### src/rtl/bsg_axi_pkg.sv
// Shared AXI/AXIS definitions for the Zynq shell blocks.
//   e_axis_unpack_state : state of the AXIS beat unpacker
//     e_empty - no buffered beat, slave port ready
//     e_drain - buffered beat still has words to deliver
package bsg_axi_pkg;

    typedef enum logic [0:0] {
        e_empty = 1'b0,
        e_drain = 1'b1
    } e_axis_unpack_state;

endpackage

### src/rtl/bsg_priority_encode.sv
// One-hot priority encoder.
//   bits_i   : request vector
//   onehot_o : one-hot of the winning request (all zero when bits_i == 0)
// lo_to_hi_p = 1 gives priority to the lowest set bit, otherwise the highest.
module bsg_priority_encode #(
    parameter int unsigned width_p    = 2,
    parameter bit          lo_to_hi_p = 1'b1
) (
    input  logic [width_p-1:0] bits_i,
    output logic [width_p-1:0] onehot_o
);

    // Scan towards the preferred end so the last hit written is the winner.
    always_comb begin
        onehot_o = '0;
        if (lo_to_hi_p) begin
            for (int k = int'(width_p) - 1; k >= 0; k--) begin
                if (bits_i[k]) begin
                    onehot_o    = '0;
                    onehot_o[k] = 1'b1;
                end
            end
        end else begin
            for (int k = 0; k < int'(width_p); k++) begin
                if (bits_i[k]) begin
                    onehot_o    = '0;
                    onehot_o[k] = 1'b1;
                end
            end
        end
    end

endmodule

### src/rtl/bsg_axis_beat_unpacker.sv
// AXI4-Stream slave that buffers one wide beat and replays it as narrow words on a
// valid/ready port, skipping words whose keep bytes are all clear.
//   clk_i, reset_n_i          : clock, asynchronous active-low reset
//   s_axis_tvalid/tready/tdata/tkeep/tlast : AXIS slave beat port
//   v_o, ready_i, data_o, last_o : word output port (last_o marks the packet's last word)
//   err_o                     : sticky protocol error (partial word, or empty beat with tlast)
module bsg_axis_beat_unpacker
    import bsg_axi_pkg::*;
#(
    parameter int unsigned axis_data_width_p = 64,
    parameter int unsigned word_width_p      = 32
) (
    input  logic                             clk_i,
    input  logic                             reset_n_i,
    input  logic                             s_axis_tvalid_i,
    output logic                             s_axis_tready_o,
    input  logic [axis_data_width_p-1:0]     s_axis_tdata_i,
    input  logic [(axis_data_width_p>>3)-1:0] s_axis_tkeep_i,
    input  logic                             s_axis_tlast_i,
    output logic                             v_o,
    input  logic                             ready_i,
    output logic [word_width_p-1:0]          data_o,
    output logic                             last_o,
    output logic                             err_o
);

    localparam int unsigned words_per_beat_lp  = axis_data_width_p / word_width_p;
    localparam int unsigned axis_mask_width_lp = axis_data_width_p >> 3;
    localparam int unsigned word_bytes_lp      = word_width_p >> 3;

    e_axis_unpack_state             state_q;
    logic [axis_data_width_p-1:0]   data_q;
    logic [words_per_beat_lp-1:0]   mask_q;
    logic                           last_q;
    logic                           err_q;
    // Holds tready low until the first clock after reset release.
    logic                           live_q;

    logic [words_per_beat_lp-1:0]   in_mask;
    logic [words_per_beat_lp-1:0]   in_partial;
    logic [words_per_beat_lp-1:0]   sel_onehot;
    logic [words_per_beat_lp-1:0]   mask_rest;
    logic                           final_word;
    logic                           out_hs;
    logic                           accept;
    logic                           in_err;

    // A word is present if any of its keep bytes is set; partial if only some are.
    for (genvar k = 0; k < int'(words_per_beat_lp); k++) begin : g_word
        assign in_mask[k]    = |s_axis_tkeep_i[k*word_bytes_lp +: word_bytes_lp];
        assign in_partial[k] = in_mask[k] & ~(&s_axis_tkeep_i[k*word_bytes_lp +: word_bytes_lp]);
    end

    bsg_priority_encode #(
        .width_p    (words_per_beat_lp),
        .lo_to_hi_p (1'b1)
    ) u_sel (
        .bits_i   (mask_q),
        .onehot_o (sel_onehot)
    );

    assign mask_rest  = mask_q & ~sel_onehot;
    assign final_word = (mask_rest == '0);
    assign v_o        = (state_q == e_drain);
    assign out_hs     = v_o & ready_i;
    // Ready again in the cycle the last buffered word handshakes: one word per cycle sustained.
    assign s_axis_tready_o = live_q & ((state_q == e_empty) | (out_hs & final_word));
    assign accept     = s_axis_tvalid_i & s_axis_tready_o;
    assign in_err     = (|in_partial) | (~(|in_mask) & s_axis_tlast_i);
    assign last_o     = v_o & last_q & final_word;
    assign err_o      = err_q;

    // One-hot word mux; reads zero whenever no word is buffered.
    always_comb begin
        data_o = '0;
        for (int k = 0; k < int'(words_per_beat_lp); k++) begin
            if (sel_onehot[k]) begin
                data_o = data_o | data_q[k*word_width_p +: word_width_p];
            end
        end
    end

    always_ff @(posedge clk_i or negedge reset_n_i) begin
        if (!reset_n_i) begin
            state_q <= e_empty;
            data_q  <= '0;
            mask_q  <= '0;
            last_q  <= 1'b0;
            err_q   <= 1'b0;
            live_q  <= 1'b0;
        end else begin
            live_q <= 1'b1;
            if (accept) begin
                data_q  <= s_axis_tdata_i;
                mask_q  <= in_mask;
                last_q  <= s_axis_tlast_i;
                // An all-empty beat is dropped without leaving e_empty.
                state_q <= (|in_mask) ? e_drain : e_empty;
                if (in_err) begin
                    err_q <= 1'b1;
                end
            end else if (out_hs) begin
                mask_q <= mask_rest;
                if (final_word) begin
                    state_q <= e_empty;
                end
            end
        end
    end

endmodule

### config.mk
export PLATFORM = sky130hd
export DESIGN_NAME = bsg_axis_beat_unpacker
export DESIGN_NICKNAME = d
export VERILOG_FILES = /design/src/rtl/bsg_axi_pkg.sv /design/src/rtl/bsg_priority_encode.sv /design/src/rtl/bsg_axis_beat_unpacker.sv
export SDC_FILE = /design/constraint.sdc
export NUM_CORES = 1
export LEC_CHECK = 0
export BUFFER_PORTS_ARGS = -buffer_cell sky130_fd_sc_hd__buf_2
export CORE_AREA = 2 2 88 90
export DETAILED_ROUTE_END_ITERATION = 8
export DIE_AREA = 0 0 90 92
export PLACE_DENSITY = 0.74
export SLEW_MARGIN = 40
export SYNTH_ARGS = -nofsm -noshare
export SYNTH_HDL_FRONTEND = slang
export SYNTH_HIERARCHICAL = 1
export SYNTH_SLANG_ARGS = --single-unit
### constraint.sdc
create_clock -name clk_i -period 2.05 [get_ports clk_i]
set_clock_uncertainty 0.2 [all_clocks]
set_input_delay 0.41 -clock clk_i [delete_from_list [all_inputs] [get_ports clk_i]]
set_output_delay 0.41 -clock clk_i [all_outputs]
set_load 0.03 [all_outputs]
==> tab_implementation.tex, run 1 <==
\begin{tabular}{lr}
\hline
Metric & Value \\
\hline
\multicolumn{2}{l}{\textbf{Status}} \\
Run status & complete, but fails checks \\
Failing checks & setup timing \\
\multicolumn{2}{l}{\textbf{Routing}} \\
Remaining design rule violation count & 0 \\
Detailed-route wire length & 8150 microns \\
First-pass detailed-route iteration total & 4 \\
Post-detailed-route wirelength per cell & 17.8 microns \\
Final ANT Viol Nets & 0 \\
Vias & roughly 2300 \\
Vias/cell & 5.07 \\
DRC marker count from the first detailed-route iteration & between 60 and 70 \\
\multicolumn{2}{l}{\textbf{Power}} \\
Relative contribution of combinational cells to total power & 59.4\% \\
Switch Pwr & 3.19 mW \\
Sequential Power Share & 29.7\% \\
Int Power & 5.23 mW \\
Sum of internal, switching and leakage power & $\sim$8.4 mW \\
Power per standard cell area & 1780 nW/um\^{}2 \\
Sw Share & 37.9\% \\
Leak & 2.31 nW \\
Clock power share & 10.9\% \\
IR drop worst, VDD & 0.000883 V \\
\multicolumn{2}{l}{\textbf{Critical path}} \\
Kind of end point of the critical path & output pin \\
Type of element launching the critical path & flip-flop \\
Largest fanout on the critical path & 5 \\
Crit Path Category & reg2out \\
Ordered cell list for the critical path & nor2b\_4 > nor2b\_4 > o31ai\_4 > buf\_4 > and2\_4 > buf\_6 \\
Delay contributed by the slowest stage of the critical path & 0.45 ns \\
Cell occurring most often along the worst timing path & nor2b\_4 \\
Worst-path cell with the longest stage delay & dfrtp\_2 \\
Data required time of the critical path & 1.44 ns \\
Crit path arrival time & between 1.5 and 2 ns \\
\multicolumn{2}{l}{\textbf{Place}} \\
Gpl congestion & 0.733 \\
Sum of net half-perimeters after detailed placement & 4410 microns \\
Worst setup timing slack at the placement stage & -0.0615 ns \\
Number of port buffers & $\sim$110 \\
Dpl cells & 419 \\
\multicolumn{2}{l}{\textbf{Clocking}} \\
Clock edge transition at the registers on the reported setup and hold paths & approximately 0.070 ns \\
Worst skew pair latency & 0.33 ns \\
Total number of H-tree levels & 3 \\
Clock tree root driver cell & clkbuf\_8 \\
TritonCTS clock tree & yes \\
Total clock buffers created by CTS & 9 \\
Sink Count & 70 \\
CTS Buffer Depth & 2 \\
\multicolumn{2}{l}{\textbf{Logic synthesis}} \\
Portion of the post-synthesis area used by sequential elements & between 50\% and 60\% \\
Number of nets in the synthesized netlist & 290 \\
Cell accounting for the most synthesized area & dfrtp\_1 \\
Ys async rst share & 100\% \\
Most frequent cell after synthesis & dfrtp\_1 \\
Synth Cell Area & between 3000 and 4000 sq um \\
\#FFs+latches synth & 70 \\
Post-synthesis area per instance & between 10 and 15 sq um \\
Unique cell type count in the Yosys netlist & 27 \\
Main flop type after synthesis & dfrtp\_1 \\
Synth top cells by count & dfrtp\_1, mux2\_2, a22o\_1 \\
Synthesized netlist cell count & 213 \\
Post-synth EDFFs & 0 \\
Synthesis Warnings & 6 \\
Area share of the leading cell type in the synthesized netlist & between 50\% and 60\% \\
Dominant cells by area after synthesis & dfrtp\_1, mux2\_2, a22o\_1 \\
\multicolumn{2}{l}{\textbf{Finish}} \\
Post-Route Utilization & 63.6\% \\
Multi-input gate area & around 1500 sq um \\
Area taken by flip-flops and latches & 1750 sq um \\
Count of non-filler cells in the finished layout & 457 \\
Layout filler cell count & 595 \\
Share of post-route cells with drive strength above 1 & 64.5\% \\
Antenna Diode Count & 0 \\
Post-layout net count & about 430 \\
Area growth syn-to-layout & 48.9\% \\
\multicolumn{2}{l}{\textbf{Timing}} \\
Setup-failing EPs final & 85 \\
Setup repair after global routing missed its margin & true \\
Slew Viols, Final & 0 \\
Final hold violations & 0 \\
Final min period & approximately 2.2 ns \\
Final Worst Setup Slack & -0.177 ns \\
Post-route fraction of the period consumed by the critical path & 109\% \\
Final hold slack & 0.0999 ns \\
Maximum clock frequency & roughly 0.45 GHz \\
\multicolumn{2}{l}{\textbf{GRT}} \\
Number of antenna violations at the first check in global routing & 0 \\
Vias in the first global route & 2513 \\
Global-route wire length before repair & about 13000 microns \\
Largest net degree at the start of global routing & 71 \\
Overall routing resource usage & just over 20\% \\
Overall overflow remaining after global route & 0 \\
\multicolumn{2}{l}{\textbf{Floorplanning}} \\
Area of the core region & 7450 sq um \\
Initial core utilization & 42.7\% \\
Die boundary height & 92 microns \\
Standard-cell rows & 32 \\
Area of the die & a little over 8000 sq um \\
Die width & $\sim$90 microns \\
I/O pin count & approximately 110 \\
\multicolumn{2}{l}{\textbf{Flow run}} \\
Count of maximum capacitance violations & 0 \\
\multicolumn{2}{l}{\textbf{Worst hold path}} \\
Worst min-delay path class & in2reg \\
\hline
\end{tabular}
worst max-delay path, delay by kind of cell (launching register included):
family          cells  cell delay (ns)
simple gates        3             0.36
flops               1             0.45
buf+inv             2             0.27
compound gates      1             0.20
logic make-up after synthesis:
kind of cell / synth area share (%)
buf+inv: 4.49
compound gates: 10.1
flops: 55.1
simple gates: 4.53
other cells: 0.118
mux: 25.7
area by class of cell:
| class | count | area share (%) |
|---|---|---|
| Tap cell | 102 | 2.70 |
| Multi-Input combinational cell | 125 | 31.0 |
| Clock inverter | 5 | 0.581 |
| Inverter | 1 | 0.0793 |
| Clock buffer | 10 | 2.70 |
| Sequential cell | 70 | 37.0 |
| Timing Repair Buffer | 144 | 25.9 |
power groups by stage:
stage | Clock, mW | Sequential (mW) | Combinational [mW]
2_1_floorplan | 0 | 2.38 | 2.81
3_3_place_gp | 0 | 2.44 | 3.52
3_5_place_dp | 0 | 2.49 | 3.57
4_1_cts | 0.949 | 2.48 | 4.90
5_1_grt | 1.01 | 2.59 | 5.24
6_report | 0.915 | 2.50 | 5.00
timing repair:
| action | CTS | global route |
|---|---|---|
| endpoints found under the hold margin | 70 | 0 |
| endpoints found under the setup margin | 98 | 100 |
| gates resized for setup | 120 | 7 |
| buffers inserted | 15 | 2 |
| pin swaps | 1 | 3 |
| cloned | 7 | 2 |
| hold buffers | 1 | 0 |
metrics by stage:
| stage | TNS (ns) | cell area, sq um |
|---|---|---|
| finish | -6.13 | 4730 |
| global route | -13.28 | 4730 |
| CTS | -7.82 | 4700 |
| detailed placement | -2.06 | 3830 |
| global placement | 0 | 3830 |
| floorplan | 0 | 3190 |
state kept, by name, indices dropped and copies added (netlist names):
register  flops
data_q       64
mask_q        2
err_o         1
last_q        1
live_q        1
v_o           1
cells in the final DEF, fill, tap and decap left out, types with 2 or more instances in the layout:
master and count:
a22o_1 32, buf_12 6, buf_16 6, buf_2 78, buf_4 23, buf_6 27, clkbuf_16 2, clkbuf_8 9
clkinv_2 4, dfrtp_1 69, mux2_4 65, mux2i_1 2, nand2_1 5, nand3_1 3, nand4_1 2, nor2b_4 4
nor4_1 2, or4_1 2
path summary, 6_finish.rpt:
| path | endpoint | slack (ns) | cells past startpoint | startpoint |
|---|---|---|---|---|
| max in group asynchronous | data_q[35] | 0.93 | 3 | reset_n_i |
| max | s_axis_tready_o | -0.18 | 6 | mask_q[0] |
| max reg2reg | data_q[53] | -0.09 | 8 | mask_q[0] |
| min in group asynchronous | data_q[56] | 0.42 | 3 | reset_n_i |
| min reg2reg | err_o | 0.27 | 1 | err_o |
| min | data_q[24] | 0.1 | 2 | s_axis_tdata_i[24] |
routing by layer:
metal / GRT usage, % / part of all wire, % / wire [microns]
met5: 0 / 0 / 0
met3: 5.75 / 5.2 / 420
met2: 34.3 / 51 / 4180
met4: 5.77 / 0.80 / 65
met1: 25.4 / 43 / 3480
No activity file was read; power rests on OpenSTA's default activity.
==> run 2, diff against run 1 <==
--- a/config.mk
+++ b/config.mk
@@ -10,6 +10,7 @@
 export DETAILED_ROUTE_END_ITERATION = 8
 export DIE_AREA = 0 0 90 92
 export PLACE_DENSITY = 0.74
+export SETUP_SLACK_MARGIN = 0.05
 export SLEW_MARGIN = 40
 export SYNTH_ARGS = -nofsm -noshare
 export SYNTH_HDL_FRONTEND = slang
==> tab_implementation.tex, run 2 (same netlist as run 1, synthesis figures left out) <==
\begin{tabular}{lr}
\hline
Metric & Value \\
\hline
\multicolumn{2}{l}{\textbf{GRT}} \\
Largest net degree at the start of global routing & 71 (unchanged) \\
Number of antenna violations at the first check in global routing & 0 (unchanged) \\
Overall overflow remaining after global route & 0 (unchanged) \\
Global-route wire length before repair & 13300 microns (+1.6\%) \\
Overall routing resource usage & 20.5\% (+0.29 points) \\
Vias in the first global route & 2541 (+1.1\%) \\
\multicolumn{2}{l}{\textbf{Power}} \\
Relative contribution of combinational cells to total power & 59.6\% (+0.2 points) \\
IR drop worst, VDD & 0.000897 V (+1.6\%) \\
Clock power share & 10.8\% (about the same) \\
Switch Pwr & 3.20 mW (+0.23\%) \\
Sw Share & 37.8\% (-0.081 points) \\
Int Power & 5.26 mW (+0.57\%) \\
Leak & 2.31 nW (+0.31\%) \\
Power per standard cell area & 1780 nW/um\^{}2 (-0.16\%) \\
Sequential Power Share & 29.6\% (about the same) \\
\multicolumn{2}{l}{\textbf{Flow run}} \\
Count of maximum capacitance violations & 0 (unchanged) \\
\multicolumn{2}{l}{\textbf{Critical path}} \\
Crit Path Category & reg2out \\
Kind of end point of the critical path & output pin \\
Data required time of the critical path & 1.44 ns (about the same) \\
Ordered cell list for the critical path & nor2b\_4 > nor2b\_4 > o31ai\_4 > buf\_4 > and2\_4 > buf\_6 \\
Delay contributed by the slowest stage of the critical path & 0.45 ns (about the same) \\
Type of element launching the critical path & flip-flop \\
Largest fanout on the critical path & 5 (unchanged) \\
Worst-path cell with the longest stage delay & dfrtp\_2 \\
Cell occurring most often along the worst timing path & nor2b\_4 \\
Worst path buffer plus inverter count & 2 (unchanged) \\
Critical path's top delay family & flip-flops \\
Crit path arrival time & 1.60 ns (-0.02 ns) \\
\multicolumn{2}{l}{\textbf{Worst hold path}} \\
Worst min-delay path class & in2reg \\
\multicolumn{2}{l}{\textbf{Routing}} \\
Post-detailed-route wirelength per cell & 17.9 microns (+0.49\%) \\
DRC marker count from the first detailed-route iteration & 40 (-37\%) \\
Final ANT Viol Nets & 0 (unchanged) \\
Vias & 2324 (+0.22\%) \\
Remaining design rule violation count & 0 (unchanged) \\
Detailed-route wire length & 8190 microns (+0.49\%) \\
Vias/cell & 5.09 (+0.22\%) \\
First-pass detailed-route iteration total & 4 (unchanged) \\
\multicolumn{2}{l}{\textbf{Timing}} \\
Post-route fraction of the period consumed by the critical path & 108\% (-0.70 points) \\
Final hold slack & 0.103 ns (+0.00274 ns) \\
Final Worst Setup Slack & -0.163 ns (+0.0144 ns) \\
Setup-failing EPs final & 83 (-2.4\%) \\
Final min period & 2.21 ns (-0.0144 ns) \\
Slew Viols, Final & 0 (unchanged) \\
Maximum clock frequency & 0.452 GHz (+0.65\%) \\
Final hold violations & 0 (unchanged) \\
Setup repair after global routing missed its margin & true \\
\multicolumn{2}{l}{\textbf{Floorplanning}} \\
Area of the die & 8280 sq um (unchanged) \\
Die boundary height & 92 microns (unchanged) \\
Initial core utilization & 42.7\% (unchanged) \\
Die width & 90 microns (unchanged) \\
Area of the core region & 7450 sq um (unchanged) \\
I/O pin count & 113 (unchanged) \\
Standard-cell rows & 32 (unchanged) \\
\multicolumn{2}{l}{\textbf{Finish}} \\
Largest Register & data\_q \\
Area growth syn-to-layout & 49.8\% \\
Post-Route Utilization & 64.0\% (+0.39 points) \\
Largest register FFs & 64 (unchanged) \\
Post-layout net count & 428 (unchanged) \\
Leading cell type in the layout, fill and taps excluded & buf\_2 \\
Commonest cells after routing, fill and taps aside & buf\_2, dfrtp\_1, mux2\_4 \\
Largest registers & data\_q (64), mask\_q (2) \\
Antenna Diode Count & 0 (unchanged) \\
Layout filler cell count & 600 (+0.84\%) \\
Share of post-route cells with drive strength above 1 & 64.5\% (unchanged) \\
\multicolumn{2}{l}{\textbf{Place}} \\
Sum of net half-perimeters after detailed placement & 4410 microns (unchanged) \\
Worst setup timing slack at the placement stage & -0.0615 ns (unchanged) \\
Number of port buffers & 112 (unchanged) \\
Gpl congestion & 0.733 (unchanged) \\
\multicolumn{2}{l}{\textbf{Clocking}} \\
Sink Count & 70 (unchanged) \\
Total clock buffers created by CTS & 9 (unchanged) \\
Worst skew pair latency & 0.33 ns (about the same) \\
Clock tree root driver cell & clkbuf\_8 \\
Total number of H-tree levels & 3 (unchanged) \\
TritonCTS clock tree & yes \\
CTS Buffer Depth & 2 (unchanged) \\
Clock edge transition at the registers on the reported setup and hold paths & 0.08 ns (about the same) \\
\multicolumn{2}{l}{\textbf{Status}} \\
Run status & complete, but fails checks \\
Failing checks & setup timing \\
\hline
\end{tabular}
run 2: layout make-up:
type                            instances  area [sq um]  share of cell area (%)
Multi-Input combinational cell        125          1470                    30.8
Sequential cell                        70          1750                    36.8
Tap cell                              102           128                    2.68
Clock buffer                           10           128                    2.68
Clock inverter                          5          27.5                   0.578
Timing Repair Buffer                  144          1260                    26.4
Inverter                                1          3.75                  0.0788
run 2: final timing paths:
kind	slack [ns]	start	endpoint	cells after the start
min in group asynchronous	0.42	reset_n_i	data_q[56]	3
setup / recovery	-0.16	mask_q[0]	s_axis_tready_o	6
max in group asynchronous	0.92	reset_n_i	mask_q[0]	3
hold reg to reg	0.27	err_o	err_o	1
hold / removal	0.10	s_axis_tdata_i[24]	data_q[24]	2
setup reg to reg	-0.08	mask_q[0]	data_q[53]	8
run 2: worst reg2reg max path: stages, from the launching register on:
cell,delay [ns]
dfrtp_2,0.45
nor2b_4,0.17
nor2b_4,0.06
o31ai_4,0.19
nor2b_4,0.24
buf_12,0.14
buf_12,0.12
buf_16,0.13
mux2_4,0.31
run 2: layer usage:
metal	vias to the layer above	GRT usage, %	part of all wire (%)
met4	0	5.77	0.49
met2	73	34.8	52
met3	4	5.75	5.5
met5	-	0	0
li1	1062	-	-
met1	1185	25.8	42
run 2: power groups by stage:
stage	Clock, mW	Sequential (mW)	Combinational [mW]
after CTS	0.949	2.48	4.98
final	0.913	2.50	5.04
after global routing	1.01	2.59	5.28
after floorplan	0	2.38	2.81
after detailed placement	0	2.49	3.57
after global placement	0	2.44	3.52
run 2: through the flow:
stage,TNS (ns),power (mW),cells,area [sq um]
3_5_place_dp,-2.06,6.06,419,3830
2_1_floorplan,0,5.19,213,3190
3_3_place_gp,0,5.96,419,3830
6_report,-5.77,8.46,457,4760
5_1_grt,-13.09,8.88,457,4760
4_1_cts,-8.52,8.41,458,4780
run 2: timing repair:
action,CTS,global route
hold buffers,1,0
pin swaps,1,4
cloned,8,1
gates resized for setup,119,6
setup endpoints to repair,98,102
buffers inserted,15,5
endpoints found under the hold margin,70,0
==> run 3, diff against run 2 <==
--- a/config.mk
+++ b/config.mk
@@ -10,7 +10,7 @@
 export DETAILED_ROUTE_END_ITERATION = 8
 export DIE_AREA = 0 0 90 92
 export PLACE_DENSITY = 0.74
-export SETUP_SLACK_MARGIN = 0.05
+export SETUP_SLACK_MARGIN = 0.15
 export SLEW_MARGIN = 40
 export SYNTH_ARGS = -nofsm -noshare
 export SYNTH_HDL_FRONTEND = slang
==> tab_implementation.tex, run 3 (same netlist as run 1, synthesis figures left out) <==
\begin{tabular}{lr}
\hline
Metric & Value \\
\hline
\multicolumn{2}{l}{\textbf{Finish}} \\
Largest register FFs & 64 (unchanged) \\
Largest registers & data\_q (64), mask\_q (2) \\
Commonest cells after routing, fill and taps aside & buf\_2, dfrtp\_1, mux2\_4 \\
Area taken by flip-flops and latches & 1750 sq um (unchanged) \\
Share of post-route cells with drive strength above 1 & 65.4\% (+0.87 points) \\
Area growth syn-to-layout & 53.8\% \\
Post-layout net count & 434 (+1.4\%) \\
Layout filler cell count & 574 (-4.3\%) \\
Leading cell type in the layout, fill and taps excluded & buf\_2 \\
Post-Route Utilization & 65.7\% (+1.7 points) \\
Multi-input gate area & 1480 sq um (+0.77\%) \\
Largest Register & data\_q \\
Antenna Diode Count & 0 (unchanged) \\
\multicolumn{2}{l}{\textbf{Timing}} \\
Final min period & 2.22 ns (+0.0118 ns) \\
Final hold slack & 0.101 ns (-0.00138 ns) \\
Maximum clock frequency & 0.450 GHz (-0.53\%) \\
Final hold violations & 0 (unchanged) \\
Setup repair after global routing missed its margin & true \\
Slew Viols, Final & 0 (unchanged) \\
Setup TNS after final layout & -8.68 ns (-2.91 ns) \\
Post-route fraction of the period consumed by the critical path & 109\% (+0.58 points) \\
Setup-failing EPs final & 99 (+19\%) \\
Final Worst Setup Slack & -0.175 ns (-0.0118 ns) \\
\multicolumn{2}{l}{\textbf{Power}} \\
Switch Pwr & 3.26 mW (+2.0\%) \\
Sum of internal, switching and leakage power & 8.64 mW (+2.1\%) \\
Relative contribution of combinational cells to total power & 60.5\% (+0.9 points) \\
Sw Share & 37.8\% (about the same) \\
Power per standard cell area & 1770 nW/um\^{}2 (-0.54\%) \\
Leak & 2.37 nW (+2.3\%) \\
Clock power share & 10.6\% (-0.2 points) \\
Int Power & 5.37 mW (+2.2\%) \\
Sequential Power Share & 28.9\% (-0.7 points) \\
IR drop worst, VDD & 0.000877 V (-2.3\%) \\
\multicolumn{2}{l}{\textbf{Floorplanning}} \\
Area of the die & 8280 sq um (unchanged) \\
Standard-cell rows & 32 (unchanged) \\
I/O pin count & 113 (unchanged) \\
Initial core utilization & 42.7\% (unchanged) \\
Area of the core region & 7450 sq um (unchanged) \\
Die boundary height & 92 microns (unchanged) \\
Die width & 90 microns (unchanged) \\
\multicolumn{2}{l}{\textbf{GRT}} \\
Global Route met1 Usage & 26.4\% (+0.55 points) \\
Overall routing resource usage & 20.8\% (+0.29 points) \\
Largest net degree at the start of global routing & 71 (unchanged) \\
Global-route wire length before repair & 13400 microns (+1.4\%) \\
Vias in the first global route & 2574 (+1.3\%) \\
Overall overflow remaining after global route & 0 (unchanged) \\
Number of antenna violations at the first check in global routing & 0 (unchanged) \\
Met3 track demand over resource & 5.67\% (-0.082 points) \\
M2 GR Usage & 35.3\% (+0.44 points) \\
Layer with the highest usage & met2 \\
\multicolumn{2}{l}{\textbf{Place}} \\
Number of port buffers & 112 (unchanged) \\
Gpl congestion & 0.733 (unchanged) \\
Worst setup timing slack at the placement stage & -0.0615 ns (unchanged) \\
Sum of net half-perimeters after detailed placement & 4410 microns (unchanged) \\
\multicolumn{2}{l}{\textbf{Critical path}} \\
Cell occurring most often along the worst timing path & buf\_4 \\
Ordered cell list for the critical path & buf\_4 > nor2b\_4 > o31ai\_4 > buf\_4 > and2\_4 > buf\_6 \\
Largest fanout on the critical path & 5 (unchanged) \\
Crit Path Category & reg2out \\
Worst-path cell with the longest stage delay & dfrtp\_2 \\
Critical path's top delay family & flip-flops \\
Type of element launching the critical path & flip-flop \\
Kind of end point of the critical path & output pin \\
Crit path arrival time & 1.61 ns (about the same) \\
Worst path buffer plus inverter count & 3 (+1) \\
Delay contributed by the slowest stage of the critical path & 0.45 ns (about the same) \\
Startpoint of the most critical setup path & mask\_q[0] \\
Data required time of the critical path & 1.44 ns (about the same) \\
Reg-to-Reg Start & mask\_q[0] \\
\multicolumn{2}{l}{\textbf{Clocking}} \\
Total clock buffers created by CTS & 9 (unchanged) \\
Clock edge transition at the registers on the reported setup and hold paths & 0.08 ns (about the same) \\
CTS Buffer Depth & 2 (unchanged) \\
TritonCTS clock tree & yes \\
Clock tree root driver cell & clkbuf\_8 \\
Worst skew pair latency & 0.33 ns (about the same) \\
Total number of H-tree levels & 3 (unchanged) \\
Sink Count & 70 (unchanged) \\
\multicolumn{2}{l}{\textbf{Routing}} \\
DRC marker count from the first detailed-route iteration & 66 (+65\%) \\
Detailed-route wire length & 8320 microns (+1.6\%) \\
Vias & 2362 (+1.6\%) \\
Final ANT Viol Nets & 0 (unchanged) \\
Vias/cell & 5.10 (+0.32\%) \\
Remaining design rule violation count & 0 (unchanged) \\
First-pass detailed-route iteration total & 4 (unchanged) \\
Post-detailed-route wirelength per cell & 18.0 microns (+0.33\%) \\
\multicolumn{2}{l}{\textbf{Worst hold path}} \\
Worst min-delay path class & in2reg \\
Start point of the worst hold path & s\_axis\_tdata\_i[24] \\
\multicolumn{2}{l}{\textbf{Status}} \\
Failing checks & setup timing \\
Run status & complete, but fails checks \\
\multicolumn{2}{l}{\textbf{Flow run}} \\
Count of maximum capacitance violations & 0 (unchanged) \\
\hline
\end{tabular}
-- run 3: metal layers --
layer,share of wire (%),vias to the layer above
met5,0,-
met2,51,70
met1,43,1209
li1,-,1076
met3,5.2,7
met4,0.75,0
-- run 3: final cells by class --
class	instances	area share (%)
Clock inverter	5	0.563
Inverter	1	0.0768
Multi-Input combinational cell	125	30.2
Clock buffer	10	2.61
Sequential cell	70	35.8
Timing Repair Buffer	150	28.0
Tap cell	102	2.61
-- run 3: what timing repair did --
item,4_1_cts,5_1_grt
endpoints found under the setup margin,100,102
pin swaps,3,7
gates resized for setup,124,8
hold buffers,1,0
cloned,8,1
setup buffers,18,1
hold endpoints to repair,70,0
-- run 3: final timing paths --
kind | slack (ns) | cells after the start | to
max | -0.17 | 6 | s_axis_tready_o
max in group asynchronous | 0.93 | 3 | data_q[35]
min reg2reg | 0.27 | 1 | err_o
min in group asynchronous | 0.42 | 3 | data_q[56]
max reg2reg | -0.12 | 8 | data_q[54]
min | 0.10 | 2 | data_q[24]
-- run 3: per-stage QoR --
| stage | std cells | area, sq um |
|---|---|---|
| floorplan | 213 | 3190 |
| CTS | 461 | 4820 |
| finish | 463 | 4890 |
| detailed placement | 419 | 3830 |
| global route | 463 | 4890 |
| global placement | 419 | 3830 |
-- run 3: power groups by stage --
stage                     sequential, mW  combinational (mW)  clock, mW
after floorplan                     2.38                2.81          0
after global placement              2.44                3.52          0
after detailed placement            2.49                3.57          0
after CTS                           2.48                5.03      0.949
after global routing                2.58                5.46       1.01
final                               2.50                5.22      0.913
-- run 3: worst register-to-register path: stages (launching register included) --
cell and delay [ns]:
dfrtp_2 0.45, nor2b_4 0.17, nor2b_4 0.06, o31ai_4 0.19
nor2b_4 0.25, buf_12 0.16, buf_12 0.12, buf_16 0.13
mux2_4 0.31
